### config.mk
export PLATFORM = sky130hd
export DESIGN_NAME = fifo_blk_fetch
export DESIGN_NICKNAME = d
export VERILOG_FILES = /design/src/rtl/fifo_blk_fetch_pkg.sv /design/src/rtl/fifo_blk_fetch.sv
export SDC_FILE = /design/constraint.sdc
export NUM_CORES = 1
export LEC_CHECK = 0
export CAP_MARGIN = 20
export CORE_UTILIZATION = 51
export CTS_BUF_LIST = sky130_fd_sc_hd__clkbuf_4
export DETAILED_ROUTE_END_ITERATION = 12
export MAX_ROUTING_LAYER = met4
export PLACE_DENSITY = 0.88
export RECOVER_POWER = 50
export SYNTH_ARGS = -nofsm -noshare
export SYNTH_HDL_FRONTEND = slang
export SYNTH_SLANG_ARGS = --single-unit
### constraint.sdc
create_clock -name rclk -period 2.7 [get_ports rclk]
set_clock_uncertainty 0.05 [all_clocks]
set_input_delay 0.81 -clock rclk [delete_from_list [all_inputs] [get_ports rclk]]
set_output_delay 0.81 -clock rclk [all_outputs]
set_load 0.005 [all_outputs]
### src/rtl/fifo_blk_fetch_pkg.sv
// Shared definitions for the FIFO block controllers.
// Holds the fill/hold state encoding and the default word and block geometry.
// The write-side controller uses the same definitions.
package fifo_blk_fetch_pkg;

  localparam int unsigned DefDwidth = 32;
  localparam int unsigned DefWords  = 4;

  typedef enum logic {
    StFill,
    StHold
  } blk_state_e;

endpackage

### src/rtl/fifo_blk_fetch.sv
// Read-side block fetcher for the asynchronous word FIFO.
// It paces FIFO reads in the rclk domain and packs WORDS consecutive words into one block.
// The first word read lands in the MSBs of the block.
// Each block is offered to the core through a valid/ready handshake.
//
// Ports:
//   rclk, arst_n   read-side clock and asynchronous active-low reset
//   clr            synchronous flush of any partial or offered block
//   rempty, rrq    FIFO empty flag in, FIFO read request out
//   rdata          FIFO read data, valid the cycle after an accepted read
//   blk_valid      a complete block is offered; paired with blk_ready
//   blk_ready      the core accepts the offered block
//   blk_data       the packed block
//   busy           a block is partially collected or is being offered
module fifo_blk_fetch
  import fifo_blk_fetch_pkg::*;
#(
  parameter int unsigned DWIDTH = DefDwidth,
  parameter int unsigned WORDS  = DefWords
) (
  input  logic                    rclk,
  input  logic                    arst_n,
  input  logic                    clr,
  input  logic                    rempty,
  output logic                    rrq,
  input  logic [DWIDTH-1:0]       rdata,
  output logic                    blk_valid,
  input  logic                    blk_ready,
  output logic [DWIDTH*WORDS-1:0] blk_data,
  output logic                    busy
);

  localparam int unsigned CntW = $clog2(WORDS + 1);
  localparam int unsigned BlkW = DWIDTH * WORDS;
  localparam logic [CntW-1:0] WordsCnt = CntW'(WORDS);
  localparam logic [CntW-1:0] LastCnt  = CntW'(WORDS - 1);

  blk_state_e      state_q, state_d;
  logic [CntW-1:0] iss_q, iss_d;   // reads issued to the FIFO
  logic [CntW-1:0] cap_q, cap_d;   // words captured into sreg
  logic            pend_q, pend_d; // a read was accepted last cycle; rdata is live
  logic [BlkW-1:0] sreg_q, sreg_d;

  always_ff @(posedge rclk or negedge arst_n) begin
    if (!arst_n) begin
      state_q <= StFill;
      iss_q   <= '0;
      cap_q   <= '0;
      pend_q  <= 1'b0;
      sreg_q  <= '0;
    end else begin
      state_q <= state_d;
      iss_q   <= iss_d;
      cap_q   <= cap_d;
      pend_q  <= pend_d;
      sreg_q  <= sreg_d;
    end
  end

  always_comb begin
    state_d = state_q;
    iss_d   = iss_q;
    cap_d   = cap_q;
    pend_d  = pend_q;
    sreg_d  = sreg_q;
    if (clr) begin
      // Flush wins over capture and handshake; an in-flight word is dropped.
      state_d = StFill;
      iss_d   = '0;
      cap_d   = '0;
      pend_d  = 1'b0;
      sreg_d  = '0;
    end else begin
      unique case (state_q)
        StFill: begin
          pend_d = rrq;
          if (rrq) begin
            iss_d = iss_q + 1'b1;
          end
          if (pend_q) begin
            sreg_d = {sreg_q[BlkW-DWIDTH-1:0], rdata};
            cap_d  = cap_q + 1'b1;
            if (cap_q == LastCnt) begin
              state_d = StHold;
            end
          end
        end
        StHold: begin
          if (blk_ready) begin
            state_d = StFill;
            iss_d   = '0;
            cap_d   = '0;
            pend_d  = 1'b0;
          end
        end
      endcase
    end
  end

  always_comb begin
    // The iss bound stops the block from popping more than WORDS words.
    rrq       = (state_q == StFill) && !rempty && (iss_q < WordsCnt) && !clr;
    blk_valid = (state_q == StHold);
    busy      = (iss_q != '0) || (state_q == StHold);
    blk_data  = sreg_q;
  end

endmodule

==> impl_metrics.json, run 1 <==
{
  "status": "completed",
  "wl_um": 11850,
  "dp.cells": 612,
  "ir_drop_uv": 406.7,
  "syn_avg_cell_area_sq_um": 14.97,
  "grt.overflow.total": 0,
  "crit_type": "input port to primary output",
  "place.gp.congestion": 0.7731,
  "worstPathRequired_ns": 1.84,
  "areaGrowthSynthToFinish_pct": 40.08,
  "tns_ns": 0,
  "fin_util": 0.7498,
  "port_buffers": 167,
  "p_comb_frac": 0.081,
  "min_period_ns": 2.618,
  "switching_share": 0.2389,
  "cts_buffers": 17,
  "p_seq_frac": 0.540,
  "diodes": 0,
  "relSlewSlack": 0.1030,
  "hold_class": "flip-flop to flip-flop",
  "yosysUniqueCellTypes": 23,
  "whs_path_depth": 1,
  "antenna_found_initial": 0,
  "final.fill_count": 608,
  "yosysWarnings": 0,
  "power_mw": 3.913,
  "hold_end": "blk_data[127]",
  "ant_nets": 0,
  "detail_route.wl_per_cell_um": 18.42,
  "yosys.area_share.xor_xnor": 0.001746,
  "grt_pass1_wl_um": 18760,
  "synth_commonest_cells": "dfrtp_1 (136), a22o_1 (128), buf_2 (16)",
  "synth-seq-cells": 136,
  "crit_fanout": 3,
  "fmax_mhz": 382.0,
  "rrSetupSlack_ns": 0.61,
  "cp_slowest_cell": "or3_4",
  "rows": 35,
  "first_pass_iters": 5,
  "layout-drive-gt1-share": 0.08171,
  "cts-resized-gates": 3,
  "vias": 3611,
  "synth_fa_ha_area_frac": 0.009978,
  "yosys.cell_count.top_type": "dfrtp_1",
  "synth-simple-area-share": 0.01971,
  "clk_root_buffer_cell": "clkbuf_4",
  "clkPwrFrac": 0.379,
  "end_kind": "primary output",
  "design.die.area_sq_mm": 0.01024,
  "leakagePower_nw": 3.204,
  "crit_chain": "dlygate4sd2_1 > or3_4 > nor2_1 > dlygate4sd2_1",
  "synth.net_count": 376,
  "die_w_um": 101.2,
  "intPower_mw": 2.978,
  "dp_hpwl_um": 7877,
  "synth_cells": 335,
  "ys_seq_area_frac": 0.6785,
  "clk_latency_ns": 0.48,
  "cap_violations": 0,
  "setup_viol_count_final": 0,
  "htree_levels": 4,
  "core_sq_mm": 0.009371,
  "power.density_mw_per_mm2": 556.8,
  "grt_pass1_vias": 3535,
  "yosys-top-cells-area": "dfrtp_1 (68%), a22o_1 (22%), buf_6 (2.9%)",
  "r2r_start": "blk_valid",
  "grt_use_total": 0.2505,
  "drc": 0,
  "synth_top_family_by_area": "compound AO/OA/AOI/OAI gates",
  "synth_top_area_frac": 0.6785,
  "ff2ff_path_depth": 5,
  "io_pins": 168,
  "synth_top_area_cell": "dfrtp_1",
  "grt_max_degree": 83,
  "max_stage_delay_ns": 0.37,
  "r2r_end": "blk_data[32]",
  "layout.nets": 543,
  "switchingPower_uw": 934.9,
  "syn_area_sq_mm": 0.005016,
  "rsz0062_at_grt": "false",
  "synthFlopType": "dfrtp_1",
  "slew_violations": 0,
  "arrival_ns": 1.76,
  "tightestPinTransition_ns": 1.346,
  "cts_sinks": 136,
  "hp-start": "blk_data[127]",
  "synth-compound-area-share": 0.2392,
  "drt_iter0_drc": 172,
  "synthMuxAreaShare": 0.001996,
  "cp_common_cell": "dlygate4sd2_1",
  "die_h_um": 101.2,
  "fin_cells": 643,
  "path_clk_slew_ns": 0.13,
  "async_flop_share": 1.000,
  "cts_buffer_depth": 2,
  "start_kind": "input port",
  "via_per_inst": 5.616,
  "post_cts_buffers": 0,
  "cts.hold.buffers_added": 0,
  "fin_crit_sh": 0.9695,
  "cts_tree": "built",
  "synth-edff-count": 0,
  "start_util": 0.5352,
  "hold_viol": 0
}
worst max-delay path: cells and delay by family:
family / cells / cell delay (ns)
buf+inv: 2 / 0.49
simple gates: 2 / 0.45
layer usage:
| metal | up-vias | routed length (um) | global-route usage |
|---|---|---|---|
| li1 | 1607 | - | - |
| met1 | 1855 | 5127 | 0.3343 |
| met2 | 133 | 5955 | 0.3778 |
| met3 | 16 | 504 | 0.05659 |
| met4 | 0 | 259 | 0.09476 |
| met5 | - | 0 | - |
cell type report:
cell class / count / area [sq um] / share of cell area
sequential: 136 / 3403 / 0.4843
timing repair buffer: 178 / 1753 / 0.2495
multi-input combinational: 166 / 1373 / 0.1953
clock inverter: 14 / 197.7 / 0.02813
tap: 129 / 161.4 / 0.02297
clock buffer: 17 / 127.6 / 0.01816
inverter: 3 / 11.26 / 0.001603
worst max-delay path by stage:
stage          cells past startpoint    to     start  slack, ns
2_1_floorplan                      2   rrq    rempty       0.51
3_3_place_gp                       4   rrq    rempty      -0.39
3_5_place_dp                       4   rrq    rempty      -0.40
4_1_cts                            4   rrq    rempty       0.08
5_1_grt                            4  busy  iss_q[0]    0.00008
6_report                           4   rrq    rempty       0.08
stage by stage:
step           area [sq um]  hold slack (ns)  setup slack [ns]
2_1_floorplan          5016           0.4394            0.5059
3_3_place_gp           6756           0.4310           -0.3914
3_5_place_dp           6756           0.4310           -0.3987
4_1_cts                7084           0.1845           0.08009
5_1_grt                7027           0.4805        0.00007960
6_report               7027           0.4639           0.08230
sequential cells by signal (all words and copies together), names as in the netlist:
name	count
pend_q	1
cap_q	3
blk_valid	1
blk_data	128
iss_q	3
power by group through the flow:
| stage | Sequential, mW | Clock (mW) | Combinational [mW] |
|---|---|---|---|
| floorplan | 2.15 | 0 | 0.133 |
| global placement | 2.15 | 0 | 0.321 |
| detailed placement | 2.15 | 0 | 0.331 |
| CTS | 2.11 | 1.52 | 0.333 |
| global route | 2.12 | 1.63 | 0.347 |
| finish | 2.11 | 1.48 | 0.316 |
cells in the final DEF, fill, tap and decap left out, types with 2 or more instances in the layout:
| cell | synthesis | final |
|---|---|---|
| clkdlybuf4s50_1 | 0 | 162 |
| dfrtp_1 | 136 | 136 |
| a22o_1 | 128 | 128 |
| clkbuf_4 | 0 | 18 |
| nor2_1 | 9 | 9 |
| nand2_1 | 5 | 5 |
| a21oi_1 | 5 | 5 |
| ha_1 | 4 | 4 |
| bufinv_16 | 0 | 4 |
| inv_1 | 3 | 3 |
| inv_6 | 0 | 3 |
| clkinv_4 | 0 | 3 |
| clkbuf_2 | 0 | 3 |
| clkbuf_1 | 0 | 3 |
| nor2b_1 | 2 | 2 |
| o21bai_1 | 2 | 2 |
| clkinvlp_4 | 0 | 2 |
| clkinv_2 | 0 | 2 |
| dlygate4sd3_1 | 0 | 2 |
| dlygate4sd2_1 | 0 | 2 |
| buf_12 | 0 | 2 |
| buf_4 | 1 | 2 |
cell families after synthesis:
kind of cell | after synthesis
fa+ha+maj | 4
buf+inv | 33
mux | 1
flops | 136
xor+xnor | 1
compound gates | 140
simple gates | 20
Note: power is estimated with default switching activity, not from simulation.
==> run 2: changes to the inputs <==
- ABC_CLOCK_PERIOD_IN_PS: not set -> 2700
==> results of run 2 <==
Same layout as run 1: the final DEF is identical, and so are final timing and power.
==> RTL edit 1 (flow settings as in run 2) <==
`DefWords`: 4 -> 2.
--- a/src/rtl/fifo_blk_fetch_pkg.sv
+++ b/src/rtl/fifo_blk_fetch_pkg.sv
@@ -4,7 +4,7 @@
 package fifo_blk_fetch_pkg;
 
   localparam int unsigned DefDwidth = 32;
-  localparam int unsigned DefWords  = 4;
+  localparam int unsigned DefWords  = 2;
 
   typedef enum logic {
     StFill,
Interface: changed (resized blk_data); port bits go from 168 to 104. No check against the original RTL was run, so the function may have changed too.
==> RTL edit 1 against run 2 <==
Routed wire length decreased by 43%; synthesized area fell by 42%; highest routed layer unchanged; synthesized cell count fell by 6.3%; die area decreased by 42%; via count shrank 30%; design area shrank 42%; sequential cell count down 66; the flow now finishes with violations (capacitance limit, slew limit); largest cell class unchanged; sequential share of layout area shrank 5.6 points; combinational power is 11% higher; count of clock-buffer cells in the layout shrank 8; power shrank 44%; setup slack improved by 86 ps.
==> RTL edit 1: results (changes against run 2) <==
Worst setup path
The data arrival time at the worst-slack endpoint is 1670 ps (-90 ps). The maximum fanout along the worst path was 6 (+3). For this design, the slowest cell found on the critical path is clkdlybuf4s50_1. The capturing point of the worst reg2reg path is blk_data[38]. The flop-to-flop setup slack was 1000 ps (+390 ps). The worst stage delay on the critical path is 510 ps (+140 ps). In this run the worst setup path begins at iss_q[1].

The capture point of the critical path is busy.

Layout
The share of cells above drive strength 1 is 6.24% (-1.9 points). The final net count is 451 (-17%). The multi-input logic portion of the cell area is 24.2% (+4.6 points). The non-clock buffer instance count of the final layout is 110 (-38%). The sequential share of cell area is 42.8% (-5.6 points).

The multi-input combinational cell count came to 218 (+31%). The area used by multi-input combinational logic came to 988 µm² (-28%). The area share of buffers outside the clock network is 26.7% (+1.8 points).

The final-layout fill cell count is 411 (-32%). The flip-flop and latch count is 70 (-49%). The number of flip-flops under the largest register name is 64 (-50%). The clock tree cell share of total cell area is 3.82% (-0.81 points).

Min path
The path with the worst hold slack has its endpoint at blk_data[35]. The number of cells on the worst hold path was 2 (+1).

Power
The part of the power in combinational logic is 15.9% (+7.8 points). The peak supply drop is 422 µV (+3.7%). The power in the clock group is 724 µW (-51%). The power consumption is 2.21 mW (-44%).

STA
The relative slew slack is -12.3% (-23 points). The final cycle utilization of the critical path is 93.8% (-3.2 points). The final hold slack was 474 ps (+10.3 ps).

The max-slew violation count came to 71 (+71).

Floorplan
The number of cell rows is 27 (-23%).

Global routing
The total routing usage reported by global routing is 25.2% (+0.098 points). The maximum number of pins on one net before global-route repair is 71 (-14%). The via count of the first global-routing pass is 2,463 (-30%). The global-route wire length before repair was 11,400 µm (-39%).

Status
The flow ran to the end, but the final reports show violations. The checks that failed: capacitance limit, slew limit.

Drt
The via-per-instance ratio came to 5.17 (-8.0%). The detailed-routing iteration count for the pre-antenna-repair pass came to 4 (-1). The average wire length per cell after detail routing came to 13.8 µm (-25%). The first-iteration detailed-routing DRC count is 175 (+1.7%).

Placed design
The cell area after placement is 3950 µm² (-42%). The number of port buffers is 103 (-38%). The weighted congestion reported at the end of routability-driven placement is 0.736 (-4.8%).

The worst slack at placement is -353 ps (+46.0 ps).

Synthesis
The register area share after synthesis was 60.6% (-7.3 points). By area the synthesized netlist is led by dfrtp_1 (61%), nand2_1 (17%), a21oi_1 (12%). The number of instances in the synthesized netlist is 314 (-6.3%). The number of library cell types mapped by synthesis came to 21 (-8.7%). The synthesized net count is 353 (-6.1%).

Flow run
The number of max-cap violations came to 1 (+1).

Clocking
The buffer levels on the longest clock path came to 2 (unchanged). The maximum level of the CTS H-tree came to 3 (-1). The clock latency at the later pin of the worst-skew pair is 390 ps (-90 ps). The number of buffers inserted during clock tree synthesis came to 9 (-8).
## RTL edit 1: cell count changes after synthesis, sizes merged, moves of 9 or more
cell / change
a22o: -128
nand2: +123
dfrtp: -66
a21oi: +63
buf: -16
clkbuf: +9
## RTL edit 1: logic make-up after synthesis
group                    synth area share [%]
multiplexers                            0.692
buffers and inverters                    5.58
flip-flops                               60.6
AND/OR/NAND/NOR                          19.6
adder cells (fa/ha/maj)                 0.865
AO/OA/AOI/OAI                            12.8
## RTL edit 1: layer usage
| layer | up-vias | part of all wire [%] | GRT usage [%] |
|---|---|---|---|
| met1 | 1223 | 43 | 31.3 |
| li1 | 1216 | - | - |
| met2 | 82 | 51 | 40.7 |
| met3 | 6 | 5.1 | 5.48 |
| met5 | - | 0 | - |
| met4 | 0 | 0.90 | 8.49 |
## RTL edit 1: repair_timing
item / CTS / global route
pin swaps: 0 / 0
setup buffers: 0 / 0
cloned: 0 / 0
gates resized for setup: 2 / 1
endpoints found under the setup margin: 1 / 1
==> RTL edit 2 (config.mk and constraints of run 2) <==
Made on the original files. Make the reset (`arst_n`) synchronous in one clocked block. Comments in the files are not updated.
--- a/src/rtl/fifo_blk_fetch.sv
+++ b/src/rtl/fifo_blk_fetch.sv
@@ -41,7 +41,7 @@
   logic            pend_q, pend_d; // a read was accepted last cycle; rdata is live
   logic [BlkW-1:0] sreg_q, sreg_d;
 
-  always_ff @(posedge rclk or negedge arst_n) begin
+  always_ff @(posedge rclk) begin
     if (!arst_n) begin
       state_q <= StFill;
       iss_q   <= '0;
Check against the original RTL: differs if arst_n is asserted again (counterexample within 4 cycles, from zero or initial values and one cycle with arst_n low); with arst_n held inactive, the same outputs for 4 cycles.
==> RTL edit 2 against run 2 <==
Design area shrank 3.5%; routed wire length up 3.7%; setup slack worse by 56 ps; synthesized area fell by 5.1%; maximum frequency shrank 2.1%; sequential cell count unchanged.
Power is not compared: it rests on default switching activity, and its combinational part moved more than twofold at a synthesized area within 25%.
==> RTL edit 2: results (changes against run 2) <==
Global routing
The via count of the first global-routing pass is 4,121 (+17%). The global-route wire length before repair is 20,000 µm (+6.6%). The total routing usage reported by global routing is 26.8% (+1.8 points).

STA
The actual slew at the worst max-slew pin was 1320 ps (-24.6 ps).

Synthesis
The main flop type after synthesis is dfxtp_1. The synthesized net count is 643 (+71%). The fraction of synthesis flops using an asynchronous set or reset pin is 0% (-100 points). The number of library cell types mapped by synthesis is 17 (-26%). Sorting the synthesized cells by how often they occur yields nand2_1 (261), dfxtp_1 (136), a21oi_1 (135), buf_2 (28), clkbuf_1 (12). Yosys attributes the largest share of cell area to dfxtp_1 (57%), nand2_1 (21%), a21oi_1 (14%).

The register area share after synthesis was 57.2% (-11 points).

Worst setup path
The slowest stage of the critical path belongs to the cell or4_4. The data arrival time at the worst-slack endpoint was 1810 ps (+50 ps). The worst stage delay on the critical path was 450 ps (+80 ps). The maximum fanout along the worst path was 2 (-1).

Layout
The final-layout fill cell count was 607 (-0.16%). The share of cells above drive strength 1 came to 5.49% (-2.7 points).

Drt
The wire length after detailed routing is 12,300 µm (+3.7%). The via-per-instance ratio came to 5.07 (-9.8%). The first-iteration detailed-routing DRC count is 259 (+51%).

Status
The flow ran to the end, and the final reports show no timing, DRC or antenna violations.

Clocking
The clock transition at the register clock pins on the worst setup and hold paths after CTS is 100 ps (-30 ps). The clock latency at the later pin of the worst-skew pair is 510 ps (+30 ps).

Placed design
The weighted congestion reported at the end of routability-driven placement is 0.851 (+10%). The detailed-placement wirelength estimate is 8490 µm (+7.8%).
-- RTL edit 2: cell types whose count changed in the layout (fill, tap and decap cells not counted), sizes merged, moves of 5 or more --
cell           run 2  this run
a21oi              5       136
a22o             128         0
buf                5        10
clkbuf            24        17
clkinv             5        11
dfrtp            136         0
dfxtp              0       136
nand2              5       261
nand3              0         5
nor2               9         3
-- RTL edit 2: metrics by stage --
step	TNS, ps	cell area [µm²]	std cells	power (mW)
2_1_floorplan	0	4760	602	2.13
5_1_grt	0	6780	873	3.63
4_1_cts	0	6800	873	3.52
3_3_place_gp	-425	6490	839	2.21
3_5_place_dp	-446	6490	839	2.22
6_report	0	6780	873	3.50
-- RTL edit 2: path summary, 6_finish.rpt --
| check | cells after the start | end | start | slack (ps) |
|---|---|---|---|---|
| setup / recovery | 4 | rrq | rempty | 30 |
| hold / removal | 2 | blk_data[96] | blk_data[96] | 410 |
| setup reg to reg | 4 | blk_data[101] | blk_valid | 910 |
| hold reg to reg | 2 | blk_data[96] | blk_data[96] | 410 |
-- RTL edit 2: metal layers --
layer,GRT usage [%],share of wire [%]
met1,34.3,44
met2,41.0,48
met3,6.03,5.4
met4,11.7,2.9
met5,-,0
-- RTL edit 2: logic make-up after synthesis --
group / count (synthesis) / share of synthesized area, %
simple gates: 277 / 22.6
flops: 136 / 57.2
fa+ha+maj: 4 / 1.05
buf+inv: 49 / 4.71
compound gates: 136 / 14.4
-- RTL edit 2: what timing repair did --
item / CTS / global route
setup buffers: 2 / 0
endpoints found under the setup margin: 1 / 0
resized for setup: 5 / 0
-- RTL edit 2: area by class of cell --
cell class	count	share of cell area (%)
clock buffer	17	1.88
clock inverter	15	2.36
inverter	4	0.295
multi-input combinational	417	26.9
sequential	136	40.1
tap	108	1.99
timing repair buffer	176	26.5
-- RTL edit 2: power by group through the flow --
stage | Combinational [mW] | Clock, mW | Sequential [mW]
finish | 0.157 | 1.33 | 2.01
global route | 0.170 | 1.44 | 2.02
CTS | 0.158 | 1.34 | 2.01
detailed placement | 0.157 | 0 | 2.06
global placement | 0.154 | 0 | 2.06
floorplan | 0.0694 | 0 | 2.06
-- RTL edit 2: tightest hold or removal path, cell delays in order, from the launching register on --
cell and delay [ps]:
dfxtp_1 320, nand2_1 50, a21oi_1 50
